### config.mk
export PLATFORM = sky130hd
export DESIGN_NAME = zl_ts_null_inserter
export DESIGN_NICKNAME = d
export VERILOG_FILES = /design/src/rtl/zl_ts_null_inserter.sv
export SDC_FILE = /design/constraint.sdc
export NUM_CORES = 1
export LEC_CHECK = 0
export ABC_AREA = 1
export ABC_CLOCK_PERIOD_IN_PS = 2000
export CORE_ASPECT_RATIO = 0.75
export CORE_MARGIN = 1.5
export CORE_UTILIZATION = 52
export CTS_CLUSTER_SIZE = 8
export DETAILED_ROUTE_END_ITERATION = 16
export GPL_TIMING_DRIVEN = 0
export HOLD_SLACK_MARGIN = 0.05
export PLACE_DENSITY = 0.8
export SLEW_MARGIN = 25
export SYNTH_ARGS = -nofsm -noshare
export SYNTH_HDL_FRONTEND = slang
export SYNTH_SLANG_ARGS = --single-unit
### constraint.sdc
create_clock -name clk -period 2 [get_ports clk]
set_clock_uncertainty 0.1 [all_clocks]
set_input_delay 0.5 -clock clk [delete_from_list [all_inputs] [get_ports clk]]
set_output_delay 0.5 -clock clk [all_outputs]
set_load 0.05 [all_outputs]
### src/rtl/zl_ts_null_inserter.sv
// Transport-stream rate scheduler: at each packet boundary emits a whole user packet or a null packet.
// Latency: zero; user bytes pass combinationally and null bytes come from a local byte counter.
// Backpressure: data_out_ack gates every output transfer; in PASS it is forwarded straight to data_in_ack.
module zl_ts_null_inserter #(
  parameter int unsigned Pkt_len   = 188,
  parameter logic [12:0] Null_pid  = 13'h1FFF,
  parameter int unsigned Cnt_width = 16
) (
  input  logic                 clk,
  input  logic                 rst_n,
  input  logic                 enable,
  input  logic [7:0]           data_in,
  input  logic                 data_in_req,
  output logic                 data_in_ack,
  input  logic                 in_pkt_avail,
  output logic [7:0]           data_out,
  output logic                 data_out_req,
  input  logic                 data_out_ack,
  output logic [Cnt_width-1:0] null_pkt_count,
  output logic [Cnt_width-1:0] drop_byte_count
);

  typedef enum logic [1:0] {
    ST_DECIDE = 2'd0,
    ST_PASS   = 2'd1,
    ST_NULL   = 2'd2
  } state_t;

  localparam logic [7:0]           SyncByte = 8'h47;
  localparam logic [7:0]           LastIdx  = 8'(Pkt_len - 1);
  localparam logic [Cnt_width-1:0] CntMax   = '1;

  state_t               state_q, state_d;
  logic [7:0]           byte_cnt_q, byte_cnt_d;
  logic                 en_q, en_d;
  logic [Cnt_width-1:0] null_cnt_q, null_cnt_d;
  logic [Cnt_width-1:0] drop_cnt_q, drop_cnt_d;
  logic [7:0]           null_byte;

  assign null_pkt_count  = null_cnt_q;
  assign drop_byte_count = drop_cnt_q;

  // Null packet content indexed by the position of the byte currently offered.
  always_comb begin
    null_byte = 8'hFF;
    case (byte_cnt_q)
      8'd0:    null_byte = SyncByte;
      8'd1:    null_byte = {3'b000, Null_pid[12:8]};
      8'd2:    null_byte = Null_pid[7:0];
      8'd3:    null_byte = 8'h10;
      default: null_byte = 8'hFF;
    endcase
  end

  // Source selection, handshake steering and packet/statistics bookkeeping.
  always_comb begin
    state_d      = state_q;
    byte_cnt_d   = byte_cnt_q;
    en_d         = enable;
    null_cnt_d   = null_cnt_q;
    drop_cnt_d   = drop_cnt_q;
    data_out     = 8'h00;
    data_out_req = 1'b0;
    data_in_ack  = 1'b0;

    case (state_q)
      ST_DECIDE: begin
        byte_cnt_d = 8'd0;
        if (en_q) begin
          if (data_in_req && (data_in == SyncByte) && in_pkt_avail) begin
            // Whole user packet is buffered and aligned: commit to it now.
            data_out     = data_in;
            data_out_req = 1'b1;
            data_in_ack  = data_out_ack;
            state_d      = ST_PASS;
            byte_cnt_d   = data_out_ack ? 8'd1 : 8'd0;
          end else if (data_in_req && (data_in != SyncByte)) begin
            // Out of alignment: swallow the byte and keep hunting for a sync byte.
            data_in_ack = 1'b1;
            if (drop_cnt_q != CntMax) begin
              drop_cnt_d = drop_cnt_q + 1'b1;
            end
          end else begin
            // Nothing ready in time: the null packet is committed once offered.
            data_out     = SyncByte;
            data_out_req = 1'b1;
            state_d      = ST_NULL;
            byte_cnt_d   = data_out_ack ? 8'd1 : 8'd0;
          end
        end
      end

      ST_PASS: begin
        // FIFO underflow mid-packet simply stalls the output, no filler is inserted.
        data_out     = data_in;
        data_out_req = data_in_req;
        data_in_ack  = data_out_ack;
        if (data_in_req && data_out_ack) begin
          if (byte_cnt_q == LastIdx) begin
            state_d    = ST_DECIDE;
            byte_cnt_d = 8'd0;
          end else begin
            byte_cnt_d = byte_cnt_q + 8'd1;
          end
        end
      end

      ST_NULL: begin
        data_out     = null_byte;
        data_out_req = 1'b1;
        if (data_out_ack) begin
          if (byte_cnt_q == LastIdx) begin
            state_d    = ST_DECIDE;
            byte_cnt_d = 8'd0;
            if (null_cnt_q != CntMax) begin
              null_cnt_d = null_cnt_q + 1'b1;
            end
          end else begin
            byte_cnt_d = byte_cnt_q + 8'd1;
          end
        end
      end

      default: begin
        state_d    = ST_DECIDE;
        byte_cnt_d = 8'd0;
      end
    endcase
  end

  // State, byte index, enable sample and statistics registers.
  always_ff @(posedge clk or negedge rst_n) begin
    if (!rst_n) begin
      state_q    <= ST_DECIDE;
      byte_cnt_q <= 8'd0;
      en_q       <= 1'b0;
      null_cnt_q <= '0;
      drop_cnt_q <= '0;
    end else begin
      state_q    <= state_d;
      byte_cnt_q <= byte_cnt_d;
      en_q       <= en_d;
      null_cnt_q <= null_cnt_d;
      drop_cnt_q <= drop_cnt_d;
    end
  end

endmodule

* After elaboration in Yosys (flattened, before gate mapping)
Cells that the tools add are included.
Word-level totals: output and inout bits 42, register bits 43
Cells by class: equality and inequality tests 13, $add $sub $neg 3, reductions and logical operators 10, multiplexer cells 28, bitwise gates (word level) 1
Operator list (number):
- $pmux 8 s3 | 3
- $mux 8 | 5
- $add 16x1->16 const B | 2
- $ne 16x16->1 const B | 2
- $mux 2 | 6
- $mux 1 | 10
- $add 8x1->8 const B | 1
- $eq 8x1->1 const B | 1
- $eq 8x2->1 const B | 1
- $eq 8x7->1 const B | 1
- $eq 8x8->1 const B | 1
- $logic_not 8->1 | 1
- $ne 8x7->1 const B | 1
- $reduce_and 4->1 | 2
- $mux 7 | 1
- $ne 2x2->1 const B | 3
- $pmux 2 s3 | 1
- $reduce_and 5->1 | 1
- $logic_and 1x1->1 | 4
- $ne 3x3->1 const B | 1
- $pmux 1 s3 | 1
- $eq 2x1->1 const B | 1
- $eq 2x2->1 const B | 1
- $logic_not 2->1 | 1
- other kinds (3) | 3

* Logic depth before layout (Yosys ltp)
Gate-level depths: netlist of the first run.
word-level depth 6, gate-level depth with buffers 11, depth with buffers taken out 10

* Worst setup path after synthesis of the first run
OpenSTA, ideal clock, no wires.
path kind register -> output, start reg state_q[1], end out data_in_ack, setup slack -409 ps, cell stages (with the launch flop) 6, required time 1400 ps, buffers on the path 1, arrival 1809 ps, cells stage by stage dfrtp_1 inv_1 ha_1 clkbuf_1 a22oi_1 a21oi_1
On the way: longest elaborated chain between the ends 2
Ends and longest elaborated chain:
- start, declared | line 33 | state_t state_q, state_d;
- start signal, assigned | line 140 | state_q <= state_d;
- $eq 2x1->1 or $logic_not 2->1 (tied branches) | line 66 | case (state_q)
- $pmux 1 s2 (*) | line 66
- end, declared | line 14 | output logic data_in_ack,
Every way passes the cells marked *; elsewhere a longest branch is shown, timed or not.

* Worst setup path in the final report of the first run
start reg byte_cnt_q[0], end out data_out[3]
On the way: longest elaborated chain between the ends 3
Ends and longest elaborated chain:
- start, declared | line 34 | logic [7:0] byte_cnt_q, byte_cnt_d;
- start signal, assigned | line 141 | byte_cnt_q <= byte_cnt_d;
- $eq 8x2->1, or another cell as far along | line 46 | case (byte_cnt_q)
- $pmux 8 s3 (*) | line 46
- $pmux 8 s3 (*) | line 66
- end, declared | line 16 | output logic [7:0] data_out,
Marked as above.

==> flow_metrics.env, run 1 <==
export IMPL_final_max_slew_viol_count=0
export IMPL_num_vias=3431
export IMPL_track_usage=0.289
export IMPL_drc=0
export IMPL_portBuffers=55
export IMPL_p_clk_frac=0.154
export IMPL_leakagePower_uw=0.00214
export IMPL_grt_pass1_wl_um=13200
export IMPL_hold_ws_ps=439
export IMPL_slew_headroom=0.667
export IMPL_timing_hold_violations_final=0
export IMPL_drt_total_wl_um=10600
export IMPL_place_hpwl_um=5260
export IMPL_setup_slack_ps=-501
export IMPL_die_h_um=67.4
export IMPL_crit_end="data_out[3]"
export IMPL_path_cells="buf_6 > inv_2 > ha_4 > nand3_2 > nand3_4 > nand3_2 > nand2_2 > clkinvlp_4 > buf_8"
export IMPL_switching_power_uw=1780
export IMPL_fmax_ghz=0.400
export IMPL_mostFrequentLayoutCells="159 x nand2_1, 41 x nor2_1, 40 x dlygate4sd2_1"
export IMPL_yosys_warnings=0
export IMPL_pwr_share_seq=0.270
export IMPL_dp_cells=563
export IMPL_slowest_delay_ps=480
export IMPL_n_antenna_cell=0
export IMPL_layout_cells_non_filler=607
export IMPL_synthCells=432
export IMPL_cts_path_max_buffers=2
export IMPL_synth_cell_types=28
export IMPL_antenna_found_initial=0
export IMPL_wl_per_cell_um=17.4
export IMPL_internal_power_uw=2100
export IMPL_synth_avg_cell_area_sq_um=6.65
export IMPL_switching_share=0.459
export IMPL_critPathMaxFanout=4
export IMPL_rrSetupSlack_ps=-20
export IMPL_cp_startpoint="byte_cnt_q[0]"
export IMPL_violations="setup timing"
export IMPL_ioPinCount=56
export IMPL_root_buffer="clkbuf_8"
export IMPL_grt_pass1_vias=2898
export IMPL_overflow=0
export IMPL_rr_endpoint="null_pkt_count[7]"
export IMPL_maxCapViolCount=0
export IMPL_cts_htree_levels=2
export IMPL_cp_slowest_cell="dfrtp_2"
export IMPL_grt_max_degree=28
export IMPL_worst_setup_path_type="reg -> out"
export IMPL_power_density_nw_per_um2=889
export IMPL_die_w_um=88.8
export IMPL_rsz0062_at_grt="yes"
export IMPL_clkTransAtPathRegs_ps=80
export IMPL_final_util=0.821
export IMPL_cp_arrival_ps=1900
export IMPL_design_die_area_sq_um=5980
export IMPL_nets=554
export IMPL_final_setup_viol_count=12
export IMPL_clock_sinks=43
export IMPL_yosysSeqAreaShare=0.375
export IMPL_clk_latency_ps=310
export IMPL_cts_inserted_buffers=5
export IMPL_gp_congestion=0.827
export IMPL_crit_required_ps=1400
export IMPL_fp_row_count=23
export IMPL_layout_commonest_cell="nand2_1"
export IMPL_routed_via_density=5.65
export IMPL_crit_path_frequent_cell="nand3_2"
export IMPL_core_area_sq_um=5320
export IMPL_period_needed_ps=2500
export IMPL_netlist_area_sq_um=2870
export IMPL_cp_end_kind="primary output"
export IMPL_p_comb_frac=0.577
export IMPL_dpl_cell_area_sq_um=3610
export IMPL_ir_worst_vdd_uv=732
export IMPL_drive_gt1_frac=0.274
export IMPL_status="finished, violations left"
export IMPL_cts_tree="yes"
export IMPL_syn_nets=455
export IMPL_start_util=0.539
export IMPL_synthToLayoutAreaGrowth_pct=52.2
export IMPL_min_period_over_period=1.25
export IMPL_tightest_slew_ps=502
export IMPL_drtIter0Drc=280
export IMPL_r2r_cells=11
export IMPL_final_area_sq_um=4370
export IMPL_firstDrtPassIters=5
export IMPL_timing_rr_start="byte_cnt_q[1]"
export IMPL_hold_path_class="reg -> reg"
export IMPL_postRouteAntennaNets=0
export IMPL_startpoint_type="flip-flop"
export IMPL_ys_ff_latch=43
logic make-up after synthesis:
| kind of cell | Yosys count | share of synthesized area |
|---|---|---|
| DFF | 43 | 0.375 |
| adders and majority gates | 9 | 0.0392 |
| and+or+nand+nor | 282 | 0.399 |
| xor gates and xnor gates | 23 | 0.0702 |
| buffers and inverters | 54 | 0.0784 |
| AOI/OAI and AO/OA | 21 | 0.0383 |
critical path: cells and delay by family (launching register included):
kind	cells	cell delay [ps]
buffers and inverters	4	460
adder cells (fa/ha/maj)	1	150
flip-flops	1	480
AND/OR/NAND/NOR	4	500
Yosys cell counts, drive strengths merged:
| cell | number | share of area |
|---|---|---|
| a21oi | 8 | 0.014 |
| a21boi | 1 | 0.0026 |
| o21ai | 11 | 0.019 |
| nor2 | 58 | 0.079 |
| inv | 46 | 0.061 |
| xnor2 | 17 | 0.052 |
| nand2 | 179 | 0.24 |
| xor2 | 6 | 0.018 |
| clkinv | 1 | 0.0013 |
| nor3 | 5 | 0.0087 |
| nand4 | 2 | 0.0044 |
| dfrtp | 43 | 0.37 |
| buf | 4 | 0.012 |
| a22oi | 1 | 0.0026 |
| clkbuf | 3 | 0.0039 |
| ha | 9 | 0.039 |
| nor2b | 1 | 0.0022 |
| nand3 | 37 | 0.066 |
routing by layer:
layer / global-route usage / part of all wire / vias up
met1: 0.364 / 0.38 / 1585
met3: 0.0562 / 0.086 / 77
met5: 0 / 0 / -
met4: 0.0938 / 0.066 / 0
met2: 0.501 / 0.47 / 239
li1: - / - / 1530
per-stage QoR:
stage	worst slack [ps]	setup TNS, ps	total power [uW]
detailed placement	-1260	-13480	2470
global route	-534	-5370	4010
CTS	-385	-3320	3370
global placement	-1240	-47060	2430
finish	-501	-4150	3890
floorplan	-79.3	-198	2040
sequential cells by signal, indices dropped and copies added, names as in the netlist:
signal / count
byte_cnt_q: 8
drop_byte_count: 16
en_q: 1
null_pkt_count: 16
state_q: 2
power groups by stage:
| stage | registers (uW) | clock network, uW | logic (uW) |
|---|---|---|---|
| global route | 1060 | 624 | 2320 |
| floorplan | 1160 | 0 | 878 |
| global placement | 1040 | 0 | 1390 |
| CTS | 1040 | 588 | 1740 |
| detailed placement | 1050 | 0 | 1420 |
| finish | 1050 | 597 | 2240 |
worst min-delay path by stage:
stage	cells past startpoint	end	from
6_report	1	null_pkt_count[0]	null_pkt_count[0]
3_3_place_gp	2	drop_byte_count[1]	drop_byte_count[1]
2_1_floorplan	0	byte_cnt_q[0]	rst_n
3_5_place_dp	1	byte_cnt_q[6]	rst_n
4_1_cts	2	drop_byte_count[14]	drop_byte_count[14]
5_1_grt	2	null_pkt_count[14]	null_pkt_count[14]
final cells by class:
type,count,area (sq um)
Multi-Input combinational cell,335,1980
Clock inverter,1,5.00
Inverter,47,190
Timing Repair Buffer,93,870
Fill cell,330,953
Clock buffer,7,86.3
Tap cell,75,93.8
Buffer,6,68.8
Sequential cell,43,1080
repair_timing:
item,4_1_cts,5_1_grt
endpoints found under the setup margin,42,34
pin swaps,20,24
endpoints found under the hold margin,16,0
hold buffers,1,0
buffers inserted,17,20
cloned,1,1
gates resized for setup,180,49
Note: power is estimated with default switching activity, not from simulation.
==> inputs of run 2 (changes only) <==
--- a/config.mk
+++ b/config.mk
@@ -6,7 +6,6 @@
 export NUM_CORES = 1
 export LEC_CHECK = 0
 export ABC_AREA = 1
-export ABC_CLOCK_PERIOD_IN_PS = 2000
 export CORE_ASPECT_RATIO = 0.75
 export CORE_MARGIN = 1.5
 export CORE_UTILIZATION = 52
==> results of run 2 <==
No change in the layout: final DEF, timing and power equal those of run 1.
==> inputs of run 3 (changes only) <==
--- a/config.mk
+++ b/config.mk
@@ -6,9 +6,9 @@
 export NUM_CORES = 1
 export LEC_CHECK = 0
 export ABC_AREA = 1
-export CORE_ASPECT_RATIO = 0.75
 export CORE_MARGIN = 1.5
 export CORE_UTILIZATION = 52
+export CTS_CLUSTER_DIAMETER = 30
 export CTS_CLUSTER_SIZE = 8
 export DETAILED_ROUTE_END_ITERATION = 16
 export GPL_TIMING_DRIVEN = 0
==> flow_metrics.env, run 3 (same netlist as run 1, synthesis figures left out) <==
export IMPL_cts_path_max_buffers=2
export IMPL_setup_slack_ps=-434
export IMPL_maxCapViolCount=0
export IMPL_critPathMaxFanout=4
export IMPL_start_util=0.552
export IMPL_core_area_sq_um=5200
export IMPL_gp_congestion=0.920
export IMPL_final_max_slew_viol_count=0
export IMPL_synthToLayoutAreaGrowth_pct=47.5
export IMPL_cts_tree="yes"
export IMPL_slowest_delay_ps=400
export IMPL_die_h_um=77.3
export IMPL_rsz0062_at_grt="yes"
export IMPL_cp_end_kind="primary output"
export IMPL_total_power_uw=3720
export IMPL_drtIter0Drc=224
export IMPL_seqCellArea_sq_um=1080
export IMPL_layout_cells_non_filler=591
export IMPL_nets=543
export IMPL_root_buffer="clkbuf_8"
export IMPL_cp_arrival_ps=1830
export IMPL_clock_sinks=43
export IMPL_clk_latency_ps=310
export IMPL_violations="setup timing"
export IMPL_crit_required_ps=1400
export IMPL_power_density_nw_per_um2=878
export IMPL_wl_per_cell_um=14.6
export IMPL_crit_buf_inv=2
export IMPL_num_vias=3120
export IMPL_place_hpwl_um=5030
export IMPL_ioPinCount=56
export IMPL_cts_inserted_buffers=5
export IMPL_path_cells="buf_6 > ha_4 > nor2_4 > nor2_4 > nand3_2 > nand2_4 > nand3_4 > nor2_4 > nor2_4 > buf_6"
export IMPL_track_usage=0.278
export IMPL_die_w_um=77.3
export IMPL_firstDrtPassIters=5
export IMPL_hold_path_class="reg -> reg"
export IMPL_tightest_slew_ps=518
export IMPL_postRouteAntennaNets=0
export IMPL_status="finished, violations left"
export IMPL_cp_slowest_cell="dfrtp_1"
export IMPL_crit_path_frequent_cell="nor2_4"
export IMPL_cts_htree_levels=2
export IMPL_timing_hold_violations_final=0
export IMPL_portBuffers=55
export IMPL_slew_headroom=0.656
export IMPL_grt_max_degree=31
export IMPL_fmax_ghz=0.411
export IMPL_clkTransAtPathRegs_ps=90
export IMPL_place_ws_ps=-1260
export IMPL_drt_total_wl_um=8650
export IMPL_ir_worst_vdd_uv=573
export IMPL_fillCellCount=347
export IMPL_routed_via_density=5.28
export IMPL_mostFrequentLayoutCells="162 x nand2_1, 42 x nor2_1, 39 x dfrtp_1"
export IMPL_min_period_over_period=1.22
export IMPL_leakagePower_uw=0.00209
export IMPL_crit_family="simple AND/OR/NAND/NOR gates"
export IMPL_overflow=0
export IMPL_grt_pass1_vias=2980
export IMPL_startpoint_type="flip-flop"
export IMPL_dp_cells=558
export IMPL_worst_setup_path_type="reg -> out"
export IMPL_drive_gt1_frac=0.261
export IMPL_final_setup_viol_count=11
export IMPL_grt_pass1_wl_um=13300
export IMPL_n_antenna_cell=0
export IMPL_antenna_found_initial=0
export IMPL_design_die_area_sq_um=5980
export IMPL_fp_row_count=26
export IMPL_layout_commonest_cell="nand2_1"
export IMPL_multi_input_area_sq_um=1970
export IMPL_period_needed_ps=2430
export IMPL_drc=0
run 3: cell types whose count changed in the layout (fill, tap and decap cells not counted), moves of 3 or more:
cell           before  now
buf_8               7    1
nand2_1           159  162
buf_4              26   17
nand2_2            14   10
buf_6              16   21
inv_2              12    8
dlygate4sd2_1      40   37
clkbuf_2            0    5
run 3: worst register-to-register path, stage by stage (launching register included):
cell	delay [ps]
dfrtp_2	480
inv_4	110
ha_4	160
buf_6	130
buf_6	110
buf_6	110
nand2_2	60
nor2_2	140
nor2b_4	200
buf_6	140
nand2_1	50
nand2_1	60
nand2_1	60
run 3: area by class of cell:
| cell class | instances | share of cell area |
|---|---|---|
| flip-flops and latches | 43 | 0.255 |
| repair buffers | 82 | 0.173 |
| clock buffers | 7 | 0.0227 |
| inverters | 47 | 0.0473 |
| plain buffers | 6 | 0.0151 |
| multi-input cells | 335 | 0.464 |
| well taps | 70 | 0.0207 |
| clock inverters | 1 | 0.00177 |
run 3: worst paths after layout:
path | from | endpoint | slack (ps) | cells after the start
max | byte_cnt_q[0] | data_out[2] | -430 | 10
min | drop_byte_count[1] | drop_byte_count[1] | 430 | 2
max reg2reg | state_q[0] | null_pkt_count[6] | -10 | 12
min reg2reg | drop_byte_count[1] | drop_byte_count[1] | 430 | 2
max in group asynchronous | rst_n | drop_byte_count[0] | 760 | 3
min in group asynchronous | rst_n | byte_cnt_q[1] | 540 | 2
run 3: layer usage:
metal | vias up | wire length, um | share of wire | GRT usage
met5 | - | 0 | 0 | 0
met4 | 0 | 276 | 0.032 | 0.124
met3 | 27 | 497 | 0.057 | 0.0393
met2 | 134 | 4290 | 0.50 | 0.462
met1 | 1448 | 3580 | 0.41 | 0.357
li1 | 1511 | - | - | -
run 3: per-stage QoR:
step	setup TNS (ps)	area [sq um]	hold slack [ps]	util
floorplan	-198	2950	104	-
global placement	-49980	3590	390	0.689
detailed placement	-13320	3600	333	0.692
CTS	-3200	4020	428	0.772
global route	-4750	4240	465	0.814
finish	-3520	4240	429	0.814
run 3: what timing repair did:
action | CTS | global route
endpoints found under the hold margin | 13 | 0
hold buffers | 1 | 0
buffers inserted | 17 | 8
pin swaps | 18 | 26
resized for setup | 172 | 61
endpoints found under the setup margin | 42 | 44
cloned | 0 | 1
run 3: report_power, final:
part | switching (uW) | internal [uW]
clock network | 330 | 315
registers | 101 | 939
logic | 1230 | 805
total | 1660 | 2060
